===== config.mk =====
export PLATFORM = sky130hd
export DESIGN_NAME = load_store_unit
export DESIGN_NICKNAME = d
export VERILOG_FILES = /design/src/rtl/core_pkg.sv /design/src/rtl/load_align.sv /design/src/rtl/load_store_unit.sv
export SDC_FILE = /design/constraint.sdc
export NUM_CORES = 1
export LEC_CHECK = 0
export ABC_AREA = 1
export CAP_MARGIN = 5
export CORE_MARGIN = 2
export CORE_UTILIZATION = 30
export DETAILED_ROUTE_END_ITERATION = 12
export GPL_TIMING_DRIVEN = 0
export PLACE_DENSITY = 0.58
export REMOVE_ABC_BUFFERS = 1
export SYNTH_ARGS = -nofsm -noshare
export SYNTH_HDL_FRONTEND = slang
export SYNTH_HIERARCHICAL = 1
export SYNTH_SLANG_ARGS = --single-unit
export TNS_END_PERCENT = 1

===== constraint.sdc =====
create_clock -name clk -period 3.9 [get_ports clk]
set_clock_uncertainty 0.05 [all_clocks]
set_input_delay 0.78 -clock clk [delete_from_list [all_inputs] [get_ports clk]]
set_output_delay 0.78 -clock clk [all_outputs]
set_load 0.05 [all_outputs]

===== src/rtl/core_pkg.sv =====
// Shared memory-stage definitions: access sizes, LSU states, bus widths
// and the small helpers that shape a request for the data bus.
package core_pkg;

  localparam int XLEN = 32;
  localparam int BE_W = XLEN / 8;

  // funct3[1:0] access size encodings
  localparam logic [1:0] SIZE_B = 2'b00;
  localparam logic [1:0] SIZE_H = 2'b01;
  localparam logic [1:0] SIZE_W = 2'b10;

  typedef enum logic [1:0] {
    IDLE,
    REQ,
    RESP,
    DONE
  } lsu_state_t;

  // Size 11 is never legal, so it is reported the same way as a bad offset
  function automatic logic is_misaligned(input logic [1:0] size, input logic [1:0] lo);
    logic bad;
    bad = 1'b0;
    case (size)
      SIZE_B:  bad = 1'b0;
      SIZE_H:  bad = lo[0];
      SIZE_W:  bad = (lo != 2'b00);
      default: bad = 1'b1;
    endcase
    return bad;
  endfunction

  function automatic logic [BE_W-1:0] byte_enables(input logic [1:0] size, input logic [1:0] lo);
    logic [BE_W-1:0] be;
    be = '0;
    case (size)
      SIZE_B:  be = 4'b0001 << lo;
      SIZE_H:  be = 4'b0011 << lo;
      default: be = 4'b1111;
    endcase
    return be;
  endfunction

  // Store data is replicated across every lane so memory can simply honour the byte enables
  function automatic logic [XLEN-1:0] store_lanes(input logic [1:0] size, input logic [XLEN-1:0] data);
    logic [XLEN-1:0] w;
    w = data;
    case (size)
      SIZE_B:  w = {4{data[7:0]}};
      SIZE_H:  w = {2{data[15:0]}};
      default: w = data;
    endcase
    return w;
  endfunction

endpackage


===== src/rtl/load_align.sv =====
// Picks the addressed byte/half out of a bus word and sign- or zero-extends it.
module load_align
  import core_pkg::*;
(
  input  logic [XLEN-1:0] rdata,
  input  logic [1:0]      addrLo,
  input  logic [2:0]      funct3,
  output logic [XLEN-1:0] result
);

  logic [7:0]  byte_sel;
  logic [15:0] half_sel;

  // Lane select followed by extension; funct3[2] selects zero-extension
  always_comb begin
    byte_sel = rdata[{addrLo, 3'b000} +: 8];
    half_sel = addrLo[1] ? rdata[31:16] : rdata[15:0];
    result   = '0;
    case (funct3[1:0])
      SIZE_B:  result = funct3[2] ? {24'b0, byte_sel} : {{24{byte_sel[7]}}, byte_sel};
      SIZE_H:  result = funct3[2] ? {16'b0, half_sel} : {{16{half_sel[15]}}, half_sel};
      SIZE_W:  result = rdata;
      default: result = '0;
    endcase
  end

endmodule


===== src/rtl/load_store_unit.sv =====
// Memory-stage load/store unit: one RV32I access becomes one word-aligned
// valid/ready bus transaction, with stall held until it completes.
module load_store_unit
  import core_pkg::*;
#(
  parameter int TIMEOUT_CYCLES = 255
) (
  input  logic            clk,
  input  logic            rstN,
  input  logic            loadStore,
  input  logic            memWrite,
  input  logic [2:0]      funct3,
  input  logic [XLEN-1:0] addr,
  input  logic [XLEN-1:0] storeData,
  output logic            stall,
  output logic            opDone,
  output logic [XLEN-1:0] loadData,
  output logic            misaligned,
  output logic            busErr,
  output logic            memReq,
  output logic            memWe,
  output logic [XLEN-1:0] memAddr,
  output logic [BE_W-1:0] memBe,
  output logic [XLEN-1:0] memWdata,
  input  logic            memReady,
  input  logic            memRvalid,
  input  logic [XLEN-1:0] memRdata
);

  // A zero timeout still needs a one-bit counter so the logic stays well formed
  localparam int CNT_W = (TIMEOUT_CYCLES > 0) ? $clog2(TIMEOUT_CYCLES + 1) : 1;
  localparam logic [CNT_W-1:0] CNT_LAST = CNT_W'(TIMEOUT_CYCLES - 1);

  lsu_state_t       state;
  logic [CNT_W-1:0] cnt;
  logic             lat_we;
  logic [2:0]       lat_f3;
  logic [1:0]       lat_lo;
  logic [XLEN-1:0]  aligned_data;
  logic             timed_out;

  // Aligns the returning word using the offset and size latched at issue
  load_align u_load_align (
    .rdata  (memRdata),
    .addrLo (lat_lo),
    .funct3 (lat_f3),
    .result (aligned_data)
  );

  assign timed_out = (TIMEOUT_CYCLES != 0) && (cnt == CNT_LAST);

  // Combinational so the pipeline freezes in the same cycle the instruction arrives
  assign stall = ((state == IDLE) && loadStore) || (state == REQ) || (state == RESP);

  // Access sequencer with registered bus and completion outputs
  always_ff @(posedge clk) begin
    if (!rstN) begin
      state      <= IDLE;
      cnt        <= '0;
      lat_we     <= 1'b0;
      lat_f3     <= '0;
      lat_lo     <= '0;
      memReq     <= 1'b0;
      memWe      <= 1'b0;
      memAddr    <= '0;
      memBe      <= '0;
      memWdata   <= '0;
      opDone     <= 1'b0;
      loadData   <= '0;
      misaligned <= 1'b0;
      busErr     <= 1'b0;
    end else begin
      case (state)
        IDLE: begin
          cnt <= '0;
          if (loadStore) begin
            lat_we <= memWrite;
            lat_f3 <= funct3;
            lat_lo <= addr[1:0];
            if (is_misaligned(funct3[1:0], addr[1:0])) begin
              state      <= DONE;
              opDone     <= 1'b1;
              misaligned <= 1'b1;
              loadData   <= '0;
            end else begin
              state    <= REQ;
              memReq   <= 1'b1;
              memWe    <= memWrite;
              memAddr  <= {addr[XLEN-1:2], 2'b00};
              memBe    <= byte_enables(funct3[1:0], addr[1:0]);
              memWdata <= store_lanes(funct3[1:0], storeData);
            end
          end
        end

        REQ: begin
          if (memReady) begin
            memReq <= 1'b0;
            memWe  <= 1'b0;
            if (lat_we) begin
              state    <= DONE;
              opDone   <= 1'b1;
              loadData <= '0;
            end else if (memRvalid) begin
              state    <= DONE;
              opDone   <= 1'b1;
              loadData <= aligned_data;
            end else begin
              state <= RESP;
              cnt   <= cnt + 1'b1;
            end
          end else if (timed_out) begin
            memReq   <= 1'b0;
            memWe    <= 1'b0;
            state    <= DONE;
            opDone   <= 1'b1;
            busErr   <= 1'b1;
            loadData <= '0;
          end else begin
            cnt <= cnt + 1'b1;
          end
        end

        RESP: begin
          if (memRvalid) begin
            state    <= DONE;
            opDone   <= 1'b1;
            loadData <= aligned_data;
          end else if (timed_out) begin
            state    <= DONE;
            opDone   <= 1'b1;
            busErr   <= 1'b1;
            loadData <= '0;
          end else begin
            cnt <= cnt + 1'b1;
          end
        end

        DONE: begin
          state      <= IDLE;
          cnt        <= '0;
          opDone     <= 1'b0;
          misaligned <= 1'b0;
          busErr     <= 1'b0;
          loadData   <= '0;
        end

        default: state <= IDLE;
      endcase
    end
  end

endmodule


**Word-level counts from Yosys, hierarchy flattened**

Cells that the tools add are included.

- Bits in registers: 119
- Input port bits: 105
- Output and inout bits: 106
- Word-level logic and storage cells: 107

- Add/sub/neg operators: 1
- Equality and inequality tests: 17
- Shift-type cells: 3
- Mux-type cells: 53
- Bitwise gates (word level): 1
- Reduce and logical (&&, ||, !) cells: 18

Operators with widths:

| cell | number |
|---|---|
| 32-bit 2-to-1 mux | 9 |
| 32-bit case mux with 4 select lines | 1 |
| 32-bit case mux with 3 select lines | 1 |
| 32-bit case mux with 2 select lines | 1 |
| 8-bit 2-to-1 mux | 5 |
| 32-bit by 6-bit variable part select with 8-bit output | 1 |
| 8-bit case mux with 3 select lines | 1 |
| 1-bit 2-to-1 mux | 21 |
| 16-bit 2-to-1 mux | 1 |
| 3-bit AND reduction | 5 |
| 2-bit 2-to-1 mux | 5 |
| 3-bit != test (second input constant) | 3 |
| 8-bit by 1-bit adder with 8-bit output (second input constant) | 1 |
| 2-bit == test (second input constant) | 4 |
| 8-bit == test (second input constant) | 1 |
| 2-bit != test (second input constant) | 4 |
| 2-bit case mux with 4 select lines | 1 |
| 4-bit case mux with 2 select lines | 1 |
| 2-bit by 1-bit == test with 1-bit output (second input constant) | 3 |
| 2-bit logical NOT | 3 |
| 1-bit case mux with 2 select lines | 3 |
| 1-bit case mux with 3 select lines | 2 |
| 2-bit nonzero test | 3 |
| 4-bit != test (second input constant) | 1 |
| other kinds (11) | 12 |

**Depth between registers and ports, before layout**

- Word-level depth: 8
- Mapped depth: 13
- Depth with buffers taken out: 11

**Cells and area by module**

The synthesis kept the hierarchy.

By module, submodules not included:

| module | instances | cells an instance | area each (um2) | sequential area each (um2) |
|---|---|---|---|---|
| load_store_unit | 1 | 788 | 5531.6 | 2382.3 |
| load_align | 1 | 202 | 893.4 | 0.0 |

**Worst setup path after synthesis**

Ideal clock, no wire load.

- Path type: register to output
- Start: register state[0]
- End: output stall
- Data arrival time: 1.242 ns
- Data required time: 3.070 ns
- Path slack: 1.828 ns
- Stages on the path, launching flop included: 5
- Buffers on the path: 0
- Path through: dfxtp_1 -> inv_1 -> ha_1 -> nand2_4 -> nand2_1

- Longest elaborated chain between the ends: 4
- Elaborated cells between the ends (all ways): 6
- Those cells by class: eq/ne (2); reduce/logical (4)

RTL lines:

| element | line | RTL |
|---|---|---|
| from (decl) | load_store_unit.sv:34 | `lsu_state_t state;` |
| from (signal assigned) | load_store_unit.sv:58 | `state <= IDLE;` |
| from (signal assigned) | load_store_unit.sv:81 | `state <= DONE;` |
| from (signal assigned) | load_store_unit.sv:86 | `state <= REQ;` |
| 2-bit logical NOT | load_store_unit.sv:53 | `assign stall = ((state == IDLE) && loadStore) \|\| (state == REQ) \|\| (state == RESP);` |
| 1-bit logical AND | load_store_unit.sv:53 |  |
| 1-bit logical OR | load_store_unit.sv:53 |  |
| 1-bit logical OR (*) | load_store_unit.sv:53 |  |
| to (decl) | load_store_unit.sv:15 | `output logic stall,` |

Mark *: on every way between the ends. The rest lies on a longest branch, timed or not.

**Worst setup path after layout**

- Start: input funct3[1]
- End: register memBe[0]

- Longest elaborated chain between the ends: 7
- Elaborated cells between the ends (all ways): 10
- Those cells by class: eq/ne (2); mux (5); bitwise (1); reduce/logical (2)

RTL lines:

| element | line | RTL |
|---|---|---|
| from (decl) | load_store_unit.sv:12 | `input logic [2:0] funct3,` |
| 2-bit == test, or another cell as far along | core_pkg.sv:24 | `case (size)` |
| 1-bit case mux with 3 select lines | core_pkg.sv:24 |  |
| 1-bit 2-to-1 mux | load_store_unit.sv:76 | `if (loadStore) begin` |
| 1-bit 2-to-1 mux | load_store_unit.sv:73 | `case (state)` |
| 1-bit 2-to-1 mux | load_store_unit.sv:57 | `if (!rstN) begin` |
| 1-bit NOT (no source line) | n/a |  |
| 3-bit AND reduction (no source line) | n/a |  |
| to (signal assigned) | load_store_unit.sv:90 | `memBe <= byte_enables(funct3[1:0], addr[1:0]);` |
| to (decl) | load_store_unit.sv:23 | `output logic [BE_W-1:0] memBe,` |

Several ways; a longest one is shown, not always the timed one. The select of a mux whose other input is x is not followed.
A chain may end at the register's enable or synchronous reset.

==> flow_metrics.py <==
metrics = {
    "run_status": {
        "status": "finished clean",
    },
    "pwr": {
        "seqPwrFrac_pct": 29.7,
        "leakage_nw": 3.822,
        "p_comb_share_pct": 39.2,
        "power_density_nw_per_um2": 550.6,
        "p_switching_mw": 2.126,
        "swShare_pct": 42.60,
        "ir_drop_v": 0.0003233,
        "p_int_mw": 2.865,
        "clock_power_share_pct": 31.1,
    },
    "drt": {
        "first_pass_iters": 5,
        "antenna_left": 0,
        "routed_wl_um": 21090,
        "drc": 0,
        "avgRoutedWirePerCell_um": 14.61,
        "via_count": 6835,
        "viasPerCell": 4.737,
        "drtIter0Drc": 308,
    },
    "clock_network": {
        "clk_path_buf_depth": 2,
        "cts.sinks": 119,
        "numCtsBuffers": 17,
        "cts_tree": "yes",
        "clock_latency_ps": 420,
        "clk_pin_slew_ps": 60,
        "cts_hold_buf": 0,
        "cts_setup_buffers": 0,
        "htreeDepth": 4,
        "cts-root-buf": "clkbuf_16",
    },
    "job": {
        "drv_cap": 0,
    },
    "worst_setup_path": {
        "worstPathCellList": "clkdlybuf4s50_1 -> inv_2 -> nand2_1 -> nand2_2 -> nand2_4 -> inv_6 -> nand2_1 -> nor2_1 -> nor2_1",
        "cp.required_ps": 4170,
        "crit_slowest_cell": "clkdlybuf4s50_1",
        "cp.arrival_ps": 3800,
        "critPathMaxStageDelay_ps": 950,
        "cp-end-kind": "register",
        "crit_buf_inv": 3,
        "worst_path_dominant_cell_family": "buffers and inverters",
        "reg2reg_slack_ps": 1360,
        "critical_path.startpoint_type": "input pin",
        "path_max_fanout": 93,
        "critical_path_class": "in2reg",
    },
    "placed_design": {
        "place_congestion": 0.8173,
        "dp_hpwl_um": 14190,
        "portBuffers": 208,
        "place_area_um2": 8486,
    },
    "die": {
        "die_area_um2": 22600,
        "core-area_um2": 21020,
        "dieHeight_um": 150.3,
        "row_count": 53,
        "initial_core_util_pct": 30.56,
        "fp.dieW_um": 150.3,
        "pin_count": 211,
    },
    "sta": {
        "fmax_mhz": 283.3,
        "worst_slew_pin_slew_ps": 1289,
        "min_period_over_period_pct": 90.51,
        "hold_viol": 0,
        "relSlewSlack_pct": 14.07,
        "setup_violations": 0,
        "whs_ps": 411.2,
        "finalCriticalPeriod_ps": 3530,
        "finalMaxSlewViolations": 0,
        "rsz0062_at_grt": "false",
    },
    "synth": {
        "ys_warn_count": 6,
        "netlist_area_um2": 6425,
        "syn-instance-count": 990,
        "synth-seq-area-share_pct": 37.08,
        "synth_flop_cell": "dfxtp_1",
        "synthDistinctLibCells": 35,
        "synth-edff-count": 0,
        "async_reset_ff_share_pct": 0,
        "ys_ff_latch": 119,
        "synth_area_per_cell_um2": 6.490,
    },
    "cells_and_area": {
        "insertedDiodeCount": 0,
        "n_fill_cell": 2250,
        "final_core_util_pct": 43.12,
        "final_nets": 1267,
        "mostFrequentLayoutCells": "nand2_1, clkdlybuf4s50_1, dfxtp_1, nor2_1, o21ai_0",
        "final_common_cell": "nand2_1",
        "synthToLayoutAreaGrowth_pct": 41.09,
        "drive_gt1_share_pct": 6.507,
        "fin_area_um2": 9065,
    },
    "grt": {
        "grt_max_degree": 94,
        "grt_use_met1_pct": 22.95,
        "grt_overflow_total": 0,
        "first_global_vias": 6446,
        "grt_use_met3_pct": 8.697,
        "grt_usage_pct": 19.05,
        "grt_busiest_layer": "met2",
        "grt_antenna_before_repair": 0,
        "grt_pass1_wl_um": 33800,
        "grt_use_met2_pct": 30.75,
    },
    "worst_hold_path": {
        "min_path_type": "reg2reg",
    },
}
worst min-delay path: stages (launching register included):
cell,delay [ps]
dfxtp_1,310
nand2_1,60
a21oi_1,50
synth_stat cells, types with 2 or more instances:
master,instances,area [um^2]
a31oi_1,14,87.58
a22oi_1,2,15.01
inv_1,60,225.2
nand2_2,17,106.4
nor2_1,112,420.4
xor2_1,2,17.52
nand4_1,3,18.77
buf_2,20,100.1
o21ai_0,92,460.4
nand2_4,3,33.78
nand3_1,89,445.4
nand2_1,296,1111
a21oi_1,79,395.4
o21ai_2,4,35.03
buf_6,9,101.4
nor2_4,2,22.52
a21oi_2,3,26.28
dfxtp_1,119,2382
inv_2,7,26.28
clkbuf_1,16,60.06
ha_1,7,87.58
buf_4,13,97.59
buf_1,4,15.01
o21ai_1,6,30.03
power groups by stage:
stage | registers [mW] | logic (mW) | clock network [mW]
4_1_cts | 1.48 | 1.97 | 1.59
3_5_place_dp | 1.51 | 1.96 | 0
3_3_place_gp | 1.50 | 1.97 | 0
6_report | 1.48 | 1.96 | 1.55
5_1_grt | 1.50 | 2.16 | 1.64
2_1_floorplan | 1.90 | 0.879 | 0
flip-flops by register name, summed over array words and instances, names as in the netlist, 2 cells and up:
name	count
lat_lo	2
lat_f3	3
cnt	8
loadData	32
state	2
memBe	4
memAddr	30
memWdata	32
routing by layer:
metal,share of wire (%),up-vias
met5,0,-
li1,-,3523
met3,11,18
met1,43,3063
met2,45,231
met4,1.1,0
what timing repair did:
item | in CTS | in global routing
hold endpoints to repair | 0 | 0
gates resized for setup | 0 | 1
endpoints found under the setup margin | 0 | 22
cell type report:
type | instances | area (um^2) | area share, %
well taps | 275 | 344.1 | 3.796
flip-flops and latches | 119 | 2382 | 26.28
multi-input cells | 739 | 3401 | 37.52
clock inverters | 15 | 143.9 | 1.587
clock buffers | 17 | 425.4 | 4.693
repair buffers | 209 | 2097 | 23.13
inverters | 69 | 271.5 | 2.995
cells by family (layout without fill, tap and decap cells):
logic type	count (synthesis)	in the layout	share of synthesized area (%)
adders and majority gates	7	7	1.363
DFF	119	119	37.08
xor gates and xnor gates	2	2	0.2727
buffers and inverters	133	310	10.28
AOI/OAI and AO/OA	201	201	16.59
and+or+nand+nor	527	527	34.35
other	1	2	0.05837
per-stage QoR:
| stage | TNS (ps) | power, mW | setup WS [ps] | instances |
|---|---|---|---|---|
| after CTS | 0 | 5.048 | 136.1 | 1443 |
| after detailed placement | -9749 | 3.469 | -306.9 | 1411 |
| after global routing | 0 | 5.305 | 65.92 | 1443 |
| after floorplan | 0 | 2.776 | 1380 | 927 |
| after global placement | -74390 | 3.472 | -849.7 | 1410 |
| final | 0 | 4.991 | 370.1 | 1443 |
worst paths after layout:
kind                                  to      start  cells past startpoint
worst min register to register     memWe      memWe                      2
worst min-delay path               memWe      memWe                      2
worst max-delay path            memBe[0]  funct3[1]                      9
worst max register to register  memBe[0]   state[1]                      9
No activity file was read; power rests on OpenSTA's default activity.
